## src/rtl/stream_dmux_pkg.sv

```systemverilog
// stream_dmux shared types and helpers.
// Optional broadcast mode: STREAM_DMUX_BROADCAST_EN.
package stream_dmux_pkg;

  localparam int MAX_CHANNELS = 64;

  typedef enum logic {
    EMPTY = 1'b0,
    FULL  = 1'b1
  } slot_state_e;

  function automatic int sel_width(input int n);
    return (n <= 2) ? 1 : $clog2(n);
  endfunction

endpackage

```

## src/rtl/stream_dmux_if.sv

```systemverilog
// Input/output stream bundle for stream_dmux.
// in_bcast exists only with STREAM_DMUX_BROADCAST_EN.
interface stream_dmux_if
  import stream_dmux_pkg::*;
#(
  parameter int WIDTH    = 8,
  parameter int CHANNELS = 8,
  parameter int CNT_W    = 8
);

  localparam int SEL_W = sel_width(CHANNELS);

  logic [WIDTH-1:0]          in_data;
  logic [SEL_W-1:0]          in_sel;
  logic                      in_valid;
  logic                      in_ready;
  logic                      disable_i;
`ifdef STREAM_DMUX_BROADCAST_EN
  logic                      in_bcast;
`endif
  logic [CHANNELS*WIDTH-1:0] out_data;
  logic [CHANNELS-1:0]       out_valid;
  logic [CHANNELS-1:0]       out_ready;
  logic [CNT_W-1:0]          drop_count;
  logic                      busy;

`ifdef STREAM_DMUX_BROADCAST_EN
  modport slave (
    input  in_data, in_sel, in_valid,
    input  disable_i, out_ready, in_bcast,
    output in_ready, out_data, out_valid,
    output drop_count, busy
  );

  modport master (
    output in_data, in_sel, in_valid,
    output disable_i, out_ready, in_bcast,
    input  in_ready, out_data, out_valid,
    input  drop_count, busy
  );
`else
  modport slave (
    input  in_data, in_sel, in_valid,
    input  disable_i, out_ready,
    output in_ready, out_data, out_valid,
    output drop_count, busy
  );

  modport master (
    output in_data, in_sel, in_valid,
    output disable_i, out_ready,
    input  in_ready, out_data, out_valid,
    input  drop_count, busy
  );
`endif

endinterface

```

## src/rtl/stream_dmux_slot.sv

```systemverilog
// One-entry holding register for a single dmux channel.
// A load while draining refills in the same edge.
module stream_dmux_slot
  import stream_dmux_pkg::*;
#(
  parameter int WIDTH = 8
) (
  input  logic             clk,
  input  logic             rst,
  input  logic             load,
  input  logic [WIDTH-1:0] load_data,
  input  logic             out_ready,
  output logic             valid,
  output logic [WIDTH-1:0] data,
  output logic             can_load
);

  slot_state_e      state_q, state_d;
  logic [WIDTH-1:0] data_q, data_d;

  always_comb begin
    state_d = state_q;
    data_d  = data_q;
    if (load) begin
      state_d = FULL;
      data_d  = load_data;
    end else if (state_q == FULL && out_ready) begin
      state_d = EMPTY;
    end
  end

  always_ff @(posedge clk) begin
    if (rst) begin
      state_q <= EMPTY;
      data_q  <= '0;
    end else begin
      state_q <= state_d;
      data_q  <= data_d;
    end
  end

  assign valid    = (state_q == FULL);
  assign data     = data_q;
  assign can_load = (state_q == EMPTY) | out_ready;

endmodule

```

## src/rtl/stream_dmux.sv

```systemverilog
// Registered 1-to-CHANNELS stream demultiplexer.
// Optional broadcast mode: STREAM_DMUX_BROADCAST_EN.
module stream_dmux
  import stream_dmux_pkg::*;
#(
  parameter int WIDTH    = 8,
  parameter int CHANNELS = 8,
  parameter int CNT_W    = 8
) (
  input logic          clk,
  input logic          rst,
  stream_dmux_if.slave s
);

  localparam int SEL_W = sel_width(CHANNELS);
  localparam int NPAD  = 1 << SEL_W;

  logic [CHANNELS-1:0]            can_load;
  logic [CHANNELS-1:0]            load;
  logic [CHANNELS-1:0]            valid;
  logic [CHANNELS-1:0][WIDTH-1:0] data;
  logic [NPAD-1:0]                can_load_pad;
  logic                           in_range;
  logic                           bcast;
  logic                           in_ready;
  logic                           accept;
  logic [CNT_W-1:0]               drop_count_q;
  logic [CNT_W-1:0]               drop_count_d;

  // A full power-of-two select can never be out of range.
  if (NPAD == CHANNELS) begin : g_full
    assign in_range = 1'b1;
  end else begin : g_part
    localparam logic [SEL_W-1:0] LAST =
      SEL_W'(CHANNELS - 1);
    assign in_range = (s.in_sel <= LAST);
  end

`ifdef STREAM_DMUX_BROADCAST_EN
  assign bcast = s.in_bcast;
`else
  assign bcast = 1'b0;
`endif

  always_comb begin
    can_load_pad = '0;
    can_load_pad[CHANNELS-1:0] = can_load;
  end

  always_comb begin
    in_ready = 1'b0;
    if (!s.disable_i) begin
      if (bcast) begin
        in_ready = &can_load;
      end else if (in_range) begin
        in_ready = can_load_pad[s.in_sel];
      end else begin
        in_ready = 1'b1;
      end
    end
  end

  assign accept = s.in_valid & in_ready;

  always_comb begin
    load = '0;
    for (int k = 0; k < CHANNELS; k++) begin
      load[k] = accept &
        (bcast | (s.in_sel == SEL_W'(k)));
    end
  end

  // Out-of-range beats are consumed and counted.
  always_comb begin
    drop_count_d = drop_count_q;
    if (accept && !bcast && !in_range &&
        !(&drop_count_q)) begin
      drop_count_d = drop_count_q + 1'b1;
    end
  end

  always_ff @(posedge clk) begin
    if (rst) begin
      drop_count_q <= '0;
    end else begin
      drop_count_q <= drop_count_d;
    end
  end

  for (genvar k = 0; k < CHANNELS; k++) begin : g_slot
    stream_dmux_slot #(
      .WIDTH(WIDTH)
    ) u_slot (
      .clk      (clk),
      .rst      (rst),
      .load     (load[k]),
      .load_data(s.in_data),
      .out_ready(s.out_ready[k]),
      .valid    (valid[k]),
      .data     (data[k]),
      .can_load (can_load[k])
    );
  end

  assign s.in_ready   = in_ready;
  assign s.out_valid  = valid;
  assign s.out_data   = data;
  assign s.busy       = |valid;
  assign s.drop_count = drop_count_q;

endmodule

```

## src/flat_wrapper.sv

```systemverilog
// flat-port wrapper written by rule: the top's interface ports become plain ports
module stream_dmux_flat import stream_dmux_pkg::*;
#(
  parameter int WIDTH    = 8,
  parameter int CHANNELS = 8,
  parameter int CNT_W    = 8
)
  (clk, rst, s_in_data, s_in_sel, s_in_valid, s_disable_i, s_out_ready, s_in_ready, s_out_data, s_out_valid, s_drop_count, s_busy);
  stream_dmux_if #(.WIDTH(WIDTH), .CHANNELS(CHANNELS), .CNT_W(CNT_W)) s_i ();
  input logic clk;
  input logic rst;
  input wire logic [$bits(s_i.in_data)-1:0] s_in_data;
  input wire logic [$bits(s_i.in_sel)-1:0] s_in_sel;
  input wire logic [$bits(s_i.in_valid)-1:0] s_in_valid;
  input wire logic [$bits(s_i.disable_i)-1:0] s_disable_i;
  input wire logic [$bits(s_i.out_ready)-1:0] s_out_ready;
  output wire logic [$bits(s_i.in_ready)-1:0] s_in_ready;
  output wire logic [$bits(s_i.out_data)-1:0] s_out_data;
  output wire logic [$bits(s_i.out_valid)-1:0] s_out_valid;
  output wire logic [$bits(s_i.drop_count)-1:0] s_drop_count;
  output wire logic [$bits(s_i.busy)-1:0] s_busy;
  assign s_i.in_data = s_in_data;
  assign s_i.in_sel = s_in_sel;
  assign s_i.in_valid = s_in_valid;
  assign s_i.disable_i = s_disable_i;
  assign s_i.out_ready = s_out_ready;
  assign s_in_ready = s_i.in_ready;
  assign s_out_data = s_i.out_data;
  assign s_out_valid = s_i.out_valid;
  assign s_drop_count = s_i.drop_count;
  assign s_busy = s_i.busy;
  stream_dmux #(.WIDTH(WIDTH), .CHANNELS(CHANNELS), .CNT_W(CNT_W)) u_core (.clk(clk), .rst(rst), .s(s_i));
endmodule
```

## config.mk

```make
export PLATFORM = sky130hd
export DESIGN_NAME = stream_dmux_flat
export DESIGN_NICKNAME = d
export VERILOG_FILES = /design/src/rtl/stream_dmux_pkg.sv /design/src/rtl/stream_dmux_if.sv /design/src/rtl/stream_dmux_slot.sv /design/src/rtl/stream_dmux.sv /design/src/flat_wrapper.sv
export SDC_FILE = /design/constraint.sdc
export NUM_CORES = 1
export LEC_CHECK = 0
export ABC_CLOCK_PERIOD_IN_PS = 1800
export BUFFER_PORTS_ARGS = -buffer_cell sky130_fd_sc_hd__buf_2
export CAP_MARGIN = 5
export CORE_UTILIZATION = 45
export CTS_CLUSTER_SIZE = 20
export DETAILED_ROUTE_END_ITERATION = 10
export PLACE_DENSITY_LB_ADDON = 0.15
export SLEW_MARGIN = 10
export SYNTH_ARGS = -nofsm -noshare
export SYNTH_HDL_FRONTEND = slang
export SYNTH_HIERARCHICAL = 1
export SYNTH_SLANG_ARGS = --single-unit
export TNS_END_PERCENT = 20
```

## constraint.sdc

```tcl
create_clock -name clk -period 1.8 [get_ports clk]
set_clock_uncertainty 0.15 [all_clocks]
set_input_delay 0.18 -clock clk [delete_from_list [all_inputs] [get_ports clk]]
set_output_delay 0.18 -clock clk [all_outputs]
set_load 0.005 [all_outputs]
```

**Yosys cells after proc, flatten, opt, wreduce, memory -nomap -nowiden**

Index checks and enable logic that the tools add are counted.

- Magnitude comparators: 1
- Equal/unequal tests: 7
- Mux-type cells: 19
- Bitwise operators: 25
- Reduce and logical (&&, ||, !) cells: 18

Operators with widths:

| operator | count |
|---|---|
| 1-bit two-way mux | 18 |
| 2-bit nonzero test | 8 |
| 3-bit equality test (second input constant) | 4 |
| 1-bit bitwise AND | 9 |
| 1-bit logical AND | 8 |
| 1-bit inverter | 8 |
| 1-bit OR | 8 |
| 8-bit OR reduction | 1 |
| 3-bit by 2-bit equality test with 1-bit output (second input constant) | 2 |
| 3-bit by 4-bit less-than comparator with 1-bit output (second input constant) | 1 |
| 1-bit binary-select mux with 3-bit select | 1 |
| 3-bit by 1-bit equality test with 1-bit output (second input constant) | 1 |
| 3-bit zero test | 1 |

- Register bits after elaboration: 72
- Output and inout port bits: 82
- Word-level logic and storage cells: 86

**Logic depth before layout (Yosys ltp)**

- Depth in word-level cells: 8
- Depth in mapped cells: 6
- Mapped depth without buffers: 5

**Cells and area by module**

Netlist, hierarchy kept.

By module, submodules not included:

| module | instances | cells each | area each (um^2) | seq. area each (um^2) |
|---|---|---|---|---|
| stream_dmux_slot | 8 | 30 | 321.6 | 180.2 |
| stream_dmux | 1 | 36 | 247.7 | 0.0 |

**Worst setup path before layout**

OpenSTA, ideal clock, no wires.

- Path type: reg2reg
- From: register u_core.g_slot[4].u_slot.state_q
- To: register u_core.g_slot[4].u_slot.data_q[0]
- Library setup time: 0.117 ns
- Arrival time: 1.153 ns
- Required time: 1.533 ns
- Setup slack: 0.380 ns
- Stages on the path, launching flop included: 7
- Path buffers: 1
- Cell sequence: dfxtp_1 -> nand2b_1 -> inv_1 -> nor4_1 -> buf_6 -> mux2i_1 -> nor2_1

- Cells in the longest elaborated chain, start to end: 7

RTL lines:

| item | RTL line | RTL |
|---|---|---|
| from (decl) | stream_dmux_slot.sv:18 | `slot_state_e state_q, state_d;` |
| from (signal assigned) | stream_dmux_slot.sv:37 | `state_q <= state_d;` |
| 1-bit inverter | stream_dmux_slot.sv:44 | `assign can_load = (state_q == EMPTY) \| out_ready;` |
| 1-bit OR | stream_dmux_slot.sv:44 |  |
| via u_core.can_load[4] | stream_dmux.sv:18 | `logic [CHANNELS-1:0] can_load;` |
| 1-bit binary-select mux with 3-bit select | stream_dmux.sv:56 | `in_ready = can_load_pad[s.in_sel];` |
| 1-bit two-way mux (not written as such) | stream_dmux.sv:56 |  |
| 1-bit two-way mux | stream_dmux.sv:52 | `if (!s.disable_i) begin` |
| 1-bit bitwise AND | stream_dmux.sv:63 | `assign accept = s.in_valid & in_ready;` |
| 1-bit bitwise AND | stream_dmux.sv:68 | `load[k] = accept &` |
| via u_core.load[4] | stream_dmux.sv:19 | `logic [CHANNELS-1:0] load;` |
| to (signal assigned) | stream_dmux_slot.sv:38 | `data_q <= data_d;` |
| to (decl) | stream_dmux_slot.sv:19 | `logic [WIDTH-1:0] data_q, data_d;` |

The timed path passes the listed nets, and every way through them passes these cells. The select of a mux whose other input is x is not followed.
A chain may end at the register's enable or synchronous reset.

**Worst setup path after layout**

- From: register u_core.g_slot[3].u_slot.state_q
- To: output s_in_ready

- Cells in the longest elaborated chain, start to end: 5

RTL lines:

| item | RTL line | RTL |
|---|---|---|
| from (decl) | stream_dmux_slot.sv:18 |  |
| from (signal assigned) | stream_dmux_slot.sv:37 |  |
| 1-bit inverter | stream_dmux_slot.sv:44 |  |
| 1-bit OR | stream_dmux_slot.sv:44 |  |
| via u_core.can_load[3] | stream_dmux.sv:18 |  |
| 1-bit binary-select mux with 3-bit select | stream_dmux.sv:56 |  |
| 1-bit two-way mux (not written as such) | stream_dmux.sv:56 |  |
| 1-bit two-way mux | stream_dmux.sv:52 |  |
| to (decl) | flat_wrapper.sv:17 | `output wire logic [$bits(s_i.in_ready)-1:0] s_in_ready;` |

The timed path passes the listed nets, and every way through them passes these cells. The select of a mux whose other input is x is not followed.

==> metrics.md <==
| Metric | Value |
|---|---|
| Commonest non-fill, non-tap cell in the layout | buf_2 |
| Non-filler cells, final | 460 |
| Unrepaired setup endpoints after global routing | yes |
| Hold Path Class | input pin to register |
| EDFF count, synth | 0 |
| Clock Sinks | 72 |
| Die area | 6590 sq um |
| Post-layout util | 0.619 |
| Async S/R FF share, synth | 0 |
| Kind of end point of the critical path | output pin |
| Die width | 81.2 microns |
| GPL Wtd Cong | 0.707 |
| Largest net degree at the start of global routing | 73 |
| DRC errors left | 0 |
| Buffers from clock root to sink, at most | 2 |
| Setup violators final | 1 |
| CTS tree | yes |
| Pleak | 1.64 nW |
| # rows | 28 |
| Worst vdd ir | 0.690 mV |
| Htree depth | 3 |
| Cell family with most CP delay | multiplexers |
| TritonCTS Buffers | 9 |
| Grt met1 use | 0.260 |
| Root Driver | clkbuf_8 |
| WP buf/inv | 1 |
| Gr busiest metal | met2 |
| DR vias/cell | 4.82 |
| Kind of critical path | register to output pin |
| CP startpoint kind | register |
| Core box area | 5990 sq um |
| CP Cell Sequence | nand2b_4 -> mux4_2 -> nor2_2 -> nor4_2 -> buf_2 |
| Reg clk slew, reported paths | 80 ps |
| Seq cells post-synth | 72 |
| Yosys cell types | 22 |
| Design area | 3710 sq um |
| Worst stage delay on the critical path | 480 ps |
| Initial antenna violation count | 0 |
| Antenna viol nets, final | 0 |
| First-pass GRT wire length | 10.0 mm |
| Max-Cap Viols | 0 |
| Initial Util | 0.471 |
| Peak Freq | 542 MHz |
| Dpl ws | 138 ps |
| Antenna cells | 0 |
| Met3 Usage GRT | 0.0427 |
| Final Cycle Share | 1.02 |
| I/O pins | 105 |
| Critical Path Fanout Max | 3 |
| Placed Area | 3350 sq um |
| # port buffers | 96 |
| Slew Viols, Final | 0 |
| Average instance area after synthesis | 10.2 sq um |
| Worst skew pair latency | 330 ps |
| CP max-delay cell | mux4_2 |
| Remaining Overflow, GRT | 0 |
| Post-Route WL | 6.78 mm |
| Post-route minimum period | 1840 ps |
| DR pass1 iterations | 4 |
| Arr. time, crit path | 1510 ps |
| Final Hold Vio Count | 0 |
| Dpl hpwl | 4.43 mm |
| Sequential-to-total area share from yosys stat | 0.511 |
| Placed cell count | 438 |
| Share of cells above drive strength 1 | 0.358 |
| Most frequent cells in the layout | buf_2, dfxtp_1, nor2_1, mux2i_1 |
| Tot Pwr | 3.52 mW |
| Crit path required time | 1470 ps |
| Hold_ws | 15.6 ps |
| Routed len/inst | 14.7 microns |
| Predominant post-synthesis flop cell | dfxtp_1 |
| Syn-to-layout area delta | 31.5% |
| Chip height | 81.2 microns |
| Outcome | finished with violations |
| Ys Warns | 6 |
| Failing checks | negative setup slack |
| Synth Instances | 276 |
| Grt met2 use | 0.345 |
| Via count | 2,217 |
| Setup_tns | -43.9 ps |
| Total track usage | 0.207 |
| Vias in the first global route | 1,988 |
| Layout Nets | 403 |
| DRT iter0 DRCs | 100 |
| Pwr per Cell Area | 948 nW/um^2 |
| Synthesized area | 2820 sq um |
| Final setup margin | -43.9 ps |
==> worst reg2reg max path, stage by stage, from the launching register on <==
cell and delay [ps]:
dfxtp_1 330, nand2b_1 120, inv_1 60, nor4_2 290, buf_4 260, mux2i_1 200, nor2_1 50
==> where the power goes <==
group / switching, mW / total (mW) / internal, mW
registers: 0.0110 / 1.62 / 1.61
clock network: 0.590 / 1.68 / 1.09
logic: 0.122 / 0.208 / 0.0857
total: 0.723 / 3.52 / 2.79
==> per-layer routing <==
metal / part of all wire / up-vias
li1: - / 1104
met1: 0.46 / 1040
met2: 0.48 / 66
met3: 0.046 / 7
met4: 0.010 / 0
met5: 0 / -
==> path summary, 6_finish.rpt <==
path                                                 startpoint                         endpoint  slack (ps)  cells after the start
worst max-delay path              u_core/g_slot[3].u_slot/valid                       s_in_ready         -40                      5
worst min-delay path                             s_out_ready[5]    u_core/g_slot[5].u_slot/valid          20                      3
worst max register to register    u_core/g_slot[4].u_slot/valid  u_core/g_slot[4].u_slot/data[6]         220                      6
worst min register to register  u_core/g_slot[4].u_slot/data[3]  u_core/g_slot[4].u_slot/data[3]         340                      2
==> timing repair <==
action / in CTS / in global routing
setup endpoints to repair: 1 / 1
resized for setup: 7 / 1
setup buffers: 2 / 0
hold buffers: 4 / 0
endpoints found under the hold margin: 4 / 0
==> synth_stat cells (2+ instances only) <==
cell type | count | area [sq um]
a21oi_1 | 8 | 40.0
buf_4 | 8 | 60.1
buf_6 | 8 | 90.1
clkbuf_2 | 8 | 40.0
dfxtp_1 | 72 | 1440
inv_1 | 10 | 37.5
mux2i_1 | 64 | 641
nand2_1 | 5 | 18.8
nand2b_1 | 10 | 62.6
nor2_1 | 66 | 248
nor3_1 | 2 | 10.0
nor4_1 | 5 | 31.3
==> kinds of logic after synthesis <==
kind of cell    synth area share
compound gates            0.0182
mux                        0.235
flops                      0.511
simple gates               0.152
other cells              0.00133
buf+inv                   0.0825
==> sequential cells by signal, summed over array words and instances (netlist names) <==
register	flops
u_core/g_slot.u_slot/data	64
u_core/g_slot.u_slot/valid	8
==> layout make-up <==
cell class,instances,area [sq um]
clock buffer,10,138
clock inverter,6,130
fill,527,2280
inverter,10,37.5
multi-input combinational,176,1220
sequential,72,1450
tap,75,93.8
timing repair buffer,111,641
Note: power is estimated with default switching activity, not from simulation.
